--- src/rtl/ex_mem_buf.sv ---
// Execute-to-memory boundary: 2-entry skid buffer with overflow-to-exception conversion.
// Optional macro EX_MEM_OVF_TRAP_EN enables overflow trapping (exc/epc/exc_pending).
module ex_mem_buf #(
  parameter int unsigned N  = 32,
  parameter int unsigned RW = 5
) (
  input  logic          clk,
  input  logic          rst_n,
  input  logic          flush,
  input  logic          in_valid,
  output logic          in_ready,
  input  logic [N-1:0]  alures,
  input  logic          ovfalu,
  input  logic [N-1:0]  in_pc,
  input  logic [RW-1:0] in_rd,
  input  logic          in_we,
  output logic          out_valid,
  input  logic          out_ready,
  output logic [N-1:0]  out_res,
  output logic [N-1:0]  out_pc,
  output logic [RW-1:0] out_rd,
  output logic          out_we,
  output logic          exc,
  output logic [N-1:0]  epc
);

  localparam logic [1:0] ST_EMPTY = 2'd0;
  localparam logic [1:0] ST_HALF  = 2'd1;
  localparam logic [1:0] ST_FULL  = 2'd2;

  logic [1:0]    r_state;
  logic [1:0]    w_state_nxt;
  logic          r_in_ready;
  logic          r_exc_pending;
  logic          w_pend_nxt;
  logic          r_exc;
  logic [N-1:0]  r_epc;

  logic [N-1:0]  r_head_res;
  logic [N-1:0]  r_head_pc;
  logic [RW-1:0] r_head_rd;
  logic          r_head_we;
  logic          r_head_exc;
  logic [N-1:0]  r_skid_res;
  logic [N-1:0]  r_skid_pc;
  logic [RW-1:0] r_skid_rd;
  logic          r_skid_we;
  logic          r_skid_exc;

  logic          w_ovf;
  logic          w_in_we;
  logic          w_enq;
  logic          w_deq;
  logic          w_ld_head_in;
  logic          w_ld_head_skid;
  logic          w_ld_skid;
  logic          w_in_ready_nxt;
  logic          w_exc_nxt;

`ifdef EX_MEM_OVF_TRAP_EN
  assign w_ovf = ovfalu;
`else
  // Overflow is ignored entirely when trapping is compiled out.
  logic w_unused_ovf;
  assign w_unused_ovf = ovfalu;
  assign w_ovf = 1'b0;
`endif

  // Register 0 is never written; a faulting instruction never writes back.
  assign w_in_we = in_we && !w_ovf && (in_rd != RW'(0));

  assign w_enq = in_valid && r_in_ready;
  assign w_deq = (r_state != ST_EMPTY) && out_ready;

  // Next-state, load-select and handshake decode.
  always_comb begin
    w_state_nxt    = r_state;
    w_pend_nxt     = r_exc_pending;
    w_ld_head_in   = 1'b0;
    w_ld_head_skid = 1'b0;
    w_ld_skid      = 1'b0;
    if (flush) begin
      w_state_nxt = ST_EMPTY;
      w_pend_nxt  = 1'b0;
    end else begin
      case (r_state)
        ST_EMPTY: begin
          if (w_enq) begin
            w_state_nxt  = ST_HALF;
            w_ld_head_in = 1'b1;
          end
        end
        ST_HALF: begin
          if (w_enq && w_deq) begin
            w_ld_head_in = 1'b1;
          end else if (w_enq) begin
            w_state_nxt = ST_FULL;
            w_ld_skid   = 1'b1;
          end else if (w_deq) begin
            w_state_nxt = ST_EMPTY;
          end
        end
        ST_FULL: begin
          if (w_deq) begin
            w_state_nxt    = ST_HALF;
            w_ld_head_skid = 1'b1;
          end
        end
        default: w_state_nxt = ST_EMPTY;
      endcase
      if (w_enq && w_ovf) begin
        w_pend_nxt = 1'b1;
      end
    end
    w_in_ready_nxt = (w_state_nxt != ST_FULL) && !w_pend_nxt;
    // A flagged dequeue still raises exc even under flush.
    w_exc_nxt      = w_deq && r_head_exc;
  end

  // State, handshake and exception registers.
  always_ff @(posedge clk) begin
    if (!rst_n) begin
      r_state       <= ST_EMPTY;
      r_in_ready    <= 1'b0;
      r_exc_pending <= 1'b0;
      r_exc         <= 1'b0;
      r_epc         <= '0;
    end else begin
      r_state       <= w_state_nxt;
      r_in_ready    <= w_in_ready_nxt;
      r_exc_pending <= w_pend_nxt;
      r_exc         <= w_exc_nxt;
      if (w_exc_nxt) begin
        r_epc <= r_head_pc;
      end
    end
  end

  // Head and skid entry storage.
  always_ff @(posedge clk) begin
    if (!rst_n) begin
      r_head_res <= '0;
      r_head_pc  <= '0;
      r_head_rd  <= '0;
      r_head_we  <= 1'b0;
      r_head_exc <= 1'b0;
      r_skid_res <= '0;
      r_skid_pc  <= '0;
      r_skid_rd  <= '0;
      r_skid_we  <= 1'b0;
      r_skid_exc <= 1'b0;
    end else begin
      if (w_ld_head_in) begin
        r_head_res <= alures;
        r_head_pc  <= in_pc;
        r_head_rd  <= in_rd;
        r_head_we  <= w_in_we;
        r_head_exc <= w_ovf;
      end else if (w_ld_head_skid) begin
        r_head_res <= r_skid_res;
        r_head_pc  <= r_skid_pc;
        r_head_rd  <= r_skid_rd;
        r_head_we  <= r_skid_we;
        r_head_exc <= r_skid_exc;
      end
      if (w_ld_skid) begin
        r_skid_res <= alures;
        r_skid_pc  <= in_pc;
        r_skid_rd  <= in_rd;
        r_skid_we  <= w_in_we;
        r_skid_exc <= w_ovf;
      end
    end
  end

  assign in_ready  = r_in_ready;
  assign out_valid = (r_state != ST_EMPTY);
  assign out_res   = r_head_res;
  assign out_pc    = r_head_pc;
  assign out_rd    = r_head_rd;
  assign out_we    = r_head_we;
  assign exc       = r_exc;
  assign epc       = r_epc;

endmodule

--- config.mk ---
export PLATFORM = sky130hd
export DESIGN_NAME = ex_mem_buf
export DESIGN_NICKNAME = d
export VERILOG_FILES = /design/src/rtl/ex_mem_buf.sv
export SDC_FILE = /design/constraint.sdc
export NUM_CORES = 1
export LEC_CHECK = 0
export CORE_AREA = 2 2 121 123
export CTS_BUF_LIST = sky130_fd_sc_hd__clkbuf_2 sky130_fd_sc_hd__clkbuf_4 sky130_fd_sc_hd__clkbuf_8
export CTS_CLUSTER_DIAMETER = 30
export DETAILED_ROUTE_END_ITERATION = 8
export DIE_AREA = 0 0 123 125
export MAX_ROUTING_LAYER = met4
export PLACE_DENSITY = 0.77
export SETUP_SLACK_MARGIN = 0.1
export SLEW_MARGIN = 20
export SYNTH_ARGS = -nofsm -noshare
export SYNTH_HDL_FRONTEND = slang
export SYNTH_SLANG_ARGS = --single-unit
export TNS_END_PERCENT = 10
--- constraint.sdc ---
create_clock -name clk -period 1.5 [get_ports clk]
set_clock_uncertainty 0.05 [all_clocks]
set_input_delay 0.15 -clock clk [delete_from_list [all_inputs] [get_ports clk]]
set_output_delay 0.15 -clock clk [all_outputs]
set_load 0.01 [all_outputs]
==> results of run 1 <==
[repair_timing]
action	4_1_cts	5_1_grt
pin swaps	10	21
cloned	0	12
buffers inserted	0	5
setup endpoints to repair	212	143
gates resized for setup	127	80
[placed cells by master (no fill, tap or decap), drive strengths merged, types with 2 or more instances in the layout]
cell type and count:
nand2 279, dfxtp 144, clkdlybuf4s50 73, dlygate4sd2 70, a21oi 70, o21ai 70, a31oi 69, buf 46
conb 33, clkbuf 30, clkinvlp 5, clkinv 5, bufinv 3, nand3b 2, mux2i 2, nor2b 2
inv 2
[worst max-delay path by stage]
stage                  end  depth (start not counted)        from  slack, ns
2_1_floorplan   out_pc[21]                          7  r_state[1]     -0.008
3_3_place_gp        out_we                          6    in_rd[0]      -0.42
3_5_place_dp        out_we                          6    in_rd[0]      -0.42
4_1_cts          out_valid                          3  r_state[1]      -0.09
5_1_grt        out_res[16]                          5  r_state[1]      -0.21
6_report       out_res[16]                          5  r_state[1]      -0.13
[worst max-delay path, stage by stage, from the launching register on]
cell,delay (ns)
dfxtp_2,0.33
nand3b_1,0.24
or3_4,0.45
buf_12,0.20
o21ai_1,0.17
a31oi_1,0.06
[power groups by stage]
| stage | clock [W] | sequential [W] | combinational, W |
|---|---|---|---|
| after floorplan | 0 | 0.00411 | 0.000361 |
| after global placement | 0 | 0.00407 | 0.000868 |
| after detailed placement | 0 | 0.00407 | 0.000878 |
| after CTS | 0.00327 | 0.00398 | 0.000836 |
| after global routing | 0.00340 | 0.00399 | 0.000975 |
| final | 0.00319 | 0.00398 | 0.000901 |
[sequential cells by signal (all words and copies together), names as in the netlist]
signal         cells
r_state            2
out_rd             5
r_skid_we          1
out_res           32
in_ready           1
r_skid_res        32
r_exc_pending      1
out_we             1
out_pc            32
r_skid_pc         32
r_skid_rd          5
[metal layers]
| layer | track usage | up-vias |
|---|---|---|
| li1 | - | 2784 |
| met1 | 0.253 | 2717 |
| met2 | 0.309 | 204 |
| met3 | 0.0543 | 22 |
| met4 | 0.0816 | 0 |
| met5 | - | - |
[metrics by stage]
| stage | util | power [W] |
|---|---|---|
| finish | 0.601 | 0.00807 |
| global route | 0.601 | 0.00837 |
| global placement | 0.531 | 0.00494 |
| floorplan | - | 0.00448 |
| detailed placement | 0.531 | 0.00495 |
| CTS | 0.558 | 0.00808 |
[final cells by class]
type                    count  area [um^2]
clock buffers              18          248
clock inverters            14          165
fillers                  1261         5670
inverters                   1         3.75
multi-input cells         543         2820
flip-flops and latches    144         2890
well taps                 184          230
repair buffers            201         2180
[cells by family (layout without fill, tap and decap cells)]
kind of cell,Yosys count,in the layout,synth area share
other,1,33,0.000649
buffers and inverters,97,234,0.0916
AO/OA/AOI/OAI,213,213,0.203
flip-flops,144,144,0.499
AND/OR/NAND/NOR,295,295,0.202
multiplexers,2,2,0.00347
==> metrics, run 1 <==
status=finished, violations left; violated checks=setup timing; WL met3=1110 um; CP endpoint kind=flip-flop; Max FO, Critical Path=38; H-tree levels=4; CP arrival=1.91 ns; Hold Crit Class=input pin to flip-flop; placed wire-length estimate=9890 um; drt first pass iters=4; TNS Setup=-6.13 ns; vias in the first global route=4968; synth top area cells=dfxtp_1, nand2_1, a31oi_1; clock network power share=0.395; Final Hold Slack=0.120 ns; Logic pwr share=0.112; clk_lat worst skew=0.44 ns; #FFs+latches synth=144; largest net degree at the start of global routing=52; met1 wire length=7710 um; IO Pins=181; post-synthesis sequential area ratio=0.499; Tmin final=1.63 ns; share of layout cells above drive strength 1=0.188; clock root buffer=clkbuf_8; Slew Limit Fails=0; prevailing post-synth register cell=dfxtp_1; Syn Area/Cell=7.68 um^2; drt drc=0; Fin. Hold Viols=0; FF-to-FF setup slack=-0.13 ns; DP Area=0.00754 mm^2; sequential group share of total power=0.493; top cell type's share of synthesized area=0.499; hold path cells=3; port bufs=146; r2r startpoint=r_state[1]; TritonCTS Buffers=17; non-filler cells, final=1105; DP Worst Slack=-0.423 ns; async set-reset flop share out of synthesis=0; FF-to-FF End=out_res[16]; Die Y=125 um; Setup CP Type=flip-flop to flip-flop; leading cell types by count after synthesis=nand2_1, dfxtp_1, a21oi_1, a31oi_1; row count=44; leakage=3.28 nW; post-synth cell types=32; antenna cells=0; R2R depth=5; final setup fails=104; initial core utilization=0.407; max layer used=met4; net switching power figure=0.00202 W; Hold Path Origin=rst_n; routability congestion estimate=0.752; FMAX=613 MHz; Max IR drop VDD=564 uV; Routed Antenna Nets=0; die footprint=0.0154 mm^2; hold path endpoint=r_skid_res[31]; GRT Residual Overflow=0; CP startpoint kind=flip-flop; clock tree buffer depth=2; placed insts=1056; Via-to-Cell Ratio=5.18; WP data required=1.78 ns; initial antenna violation count=0; core area=0.0142 mm^2; CTS sink count=144; GRT Overall Usage=0.202; clk slew on worst S/H paths=0.08 ns; Net count, final=984; CTS tree=yes; Mapped Area=0.00578 mm^2; slack of the critical path=-0.132 ns; met2 wire len=8370 um; Design Area, Final=0.00853 mm^2; synth-to-layout area growth=47.7%; vias after detailed routing=5727; die width=123 um; RSZ-0062 raised after global routing=true; Cells after Synth=752; Switching Share=0.250; iteration-0 DRC count of the detailed router=368; Post-CTS Hold Fix Bufs=0; top cell type by total area after synthesis=dfxtp_1; top-count cell post-synth=nand2_1; Int Pwr=0.00605 W; EDFF count, synth=0; fin crit share=1.09; pwr dens=947 mW/mm^2; first-pass GRT wire length=24200 um; synth warn=0; Max Cap Violations=0; wire per inst=15.8 um; Detailed Route WL=17500 um
No activity file was read; power rests on OpenSTA's default activity.
==> run 2: changes to the inputs <==
CTS_CLUSTER_SIZE = 10   (was not set)
==> results of run 2 <==
Same layout as run 1: the final DEF is identical, and so are final timing and power.
==> run 3: changes to the inputs <==
CORE_AREA = 2 2 99 149   (was 2 2 121 123)
DIE_AREA = 0 0 101 151   (was 0 0 123 125)
==> run 3 against run 2 <==
Net effect:
- the flow still finishes with violations (setup timing)
- sequential share of layout area up 0.71 points
- first-iteration DRC count down 15%
- worst hold slack better by 0.037 ns
- die area down 0.81%
- count of clock-buffer cells in the layout up 4
- largest power group unchanged
- highest routed layer unchanged
==> metrics, run 3 (synthesis results as in run 1) <==
status=finished, violations left; violated checks=setup timing; pwr dens=995 mW/mm^2; die footprint=0.0153 mm^2; TritonCTS Buffers=17; fin crit share=1.05; CTS tree=yes; port bufs=146; Routed Antenna Nets=0; hold path cells=4; Final Hold Slack=0.157 ns; Logic pwr share=0.108; FMAX=636 MHz; Setup CP Type=flip-flop to flip-flop; wire per inst=15.9 um; WP data required=1.81 ns; GRT Residual Overflow=0; initial antenna violation count=0; row count=53; slack of the critical path=-0.0728 ns; Hold Path Origin=rst_n; DP Worst Slack=-0.387 ns; Net count, final=978; clk slew on worst S/H paths=0.08 ns; R2R depth=7; TNS Setup=-4.58 ns; GRT Overall Usage=0.210; Max IR drop VDD=726 uV; leakage=3.19 nW; Detailed Route WL=17100 um; core area=0.0139 mm^2; Tmin final=1.57 ns; Hold Crit Class=input pin to flip-flop; die width=101 um; Die Y=151 um; CTS sink count=144; clock root buffer=clkbuf_8; net switching power figure=0.00193 W; placed wire-length estimate=9910 um; FF-to-FF setup slack=-0.07 ns; Max FO, Critical Path=20; clk_lat worst skew=0.43 ns; clock tree buffer depth=2; vias in the first global route=4981; FF-to-FF End=r_skid_rd[4]; Slew Limit Fails=0; Int Pwr=0.00638 W; commonest non-fill, non-tap cell in the layout=nand2_1; synth-to-layout area growth=44.6%; most frequent cells in the layout=nand2_1, dfxtp_1, clkdlybuf4s50_1, dlygate4sd2_1, a31oi_1; share of layout cells above drive strength 1=0.146; hold path endpoint=out_pc[20]; drt first pass iters=5; CP arrival=1.88 ns; largest net degree at the start of global routing=61; CP endpoint kind=flip-flop; RSZ-0062 raised after global routing=true; Post-CTS Hold Fix Bufs=0; clock network power share=0.413; final setup fails=131; CP startpoint kind=flip-flop; IO Pins=181; sequential group share of total power=0.479; first-pass GRT wire length=24800 um; iteration-0 DRC count of the detailed router=314; antenna cells=0; Max Cap Violations=0; H-tree levels=4; r2r startpoint=r_state[1]; vias after detailed routing=5698; Via-to-Cell Ratio=5.28; Switching Share=0.232; initial core utilization=0.415; Fin. Hold Viols=0; drt drc=0; routability congestion estimate=0.776
run 3: cell type report:
class,instances,area [um^2]
clock buffer,22,297
sequential,144,2890
multi-input combinational,543,2720
clock inverter,9,154
timing repair buffer,195,2090
tap,165,206
fill,1254,5570
inverter,1,3.75
run 3: metrics by stage:
stage | std cells | util | power [W] | area (um^2)
floorplan | 784 | - | 0.00448 | 5920
global placement | 1034 | 0.541 | 0.00494 | 7530
detailed placement | 1034 | 0.541 | 0.00495 | 7530
CTS | 1068 | 0.575 | 0.00833 | 8000
global route | 1079 | 0.600 | 0.00862 | 8350
finish | 1079 | 0.600 | 0.00831 | 8350
run 3: worst max-delay path by stage:
stage	startpoint	to	slack (ns)
after detailed placement	out_ready	out_res[26]	-0.39
after floorplan	r_state[1]	out_pc[21]	-0.008
after CTS	r_state[1]	out_res[25]	-0.08
final	r_state[1]	r_skid_rd[4]	-0.07
after global routing	r_state[0]	out_pc[21]	-0.13
after global placement	out_ready	out_res[13]	-0.37
run 3: layer usage:
metal	part of all wire	GRT usage	up-vias
li1	-	-	2759
met1	0.40	0.255	2684
met2	0.50	0.341	217
met3	0.063	0.0443	38
met4	0.029	0.0831	0
met5	0	-	-
run 3: worst max-delay path, cell delays in order (launching register included):
cell	delay, ns
dfxtp_2	0.32
nand3b_1	0.20
buf_4	0.17
nor3b_4	0.20
buf_6	0.18
buf_12	0.17
nand2_1	0.09
a21oi_2	0.13
run 3: power groups by stage:
stage | combinational (W) | clock, W | sequential (W)
finish | 0.000897 | 0.00343 | 0.00398
detailed placement | 0.000878 | 0 | 0.00408
CTS | 0.000843 | 0.00350 | 0.00398
global route | 0.000963 | 0.00366 | 0.00400
global placement | 0.000867 | 0 | 0.00408
floorplan | 0.000361 | 0 | 0.00411
run 3: what timing repair did:
item,in CTS,in global routing
gates cloned,1,7
endpoints found under the setup margin,212,143
resized for setup,92,73
pin swaps,13,13
buffers inserted,2,4
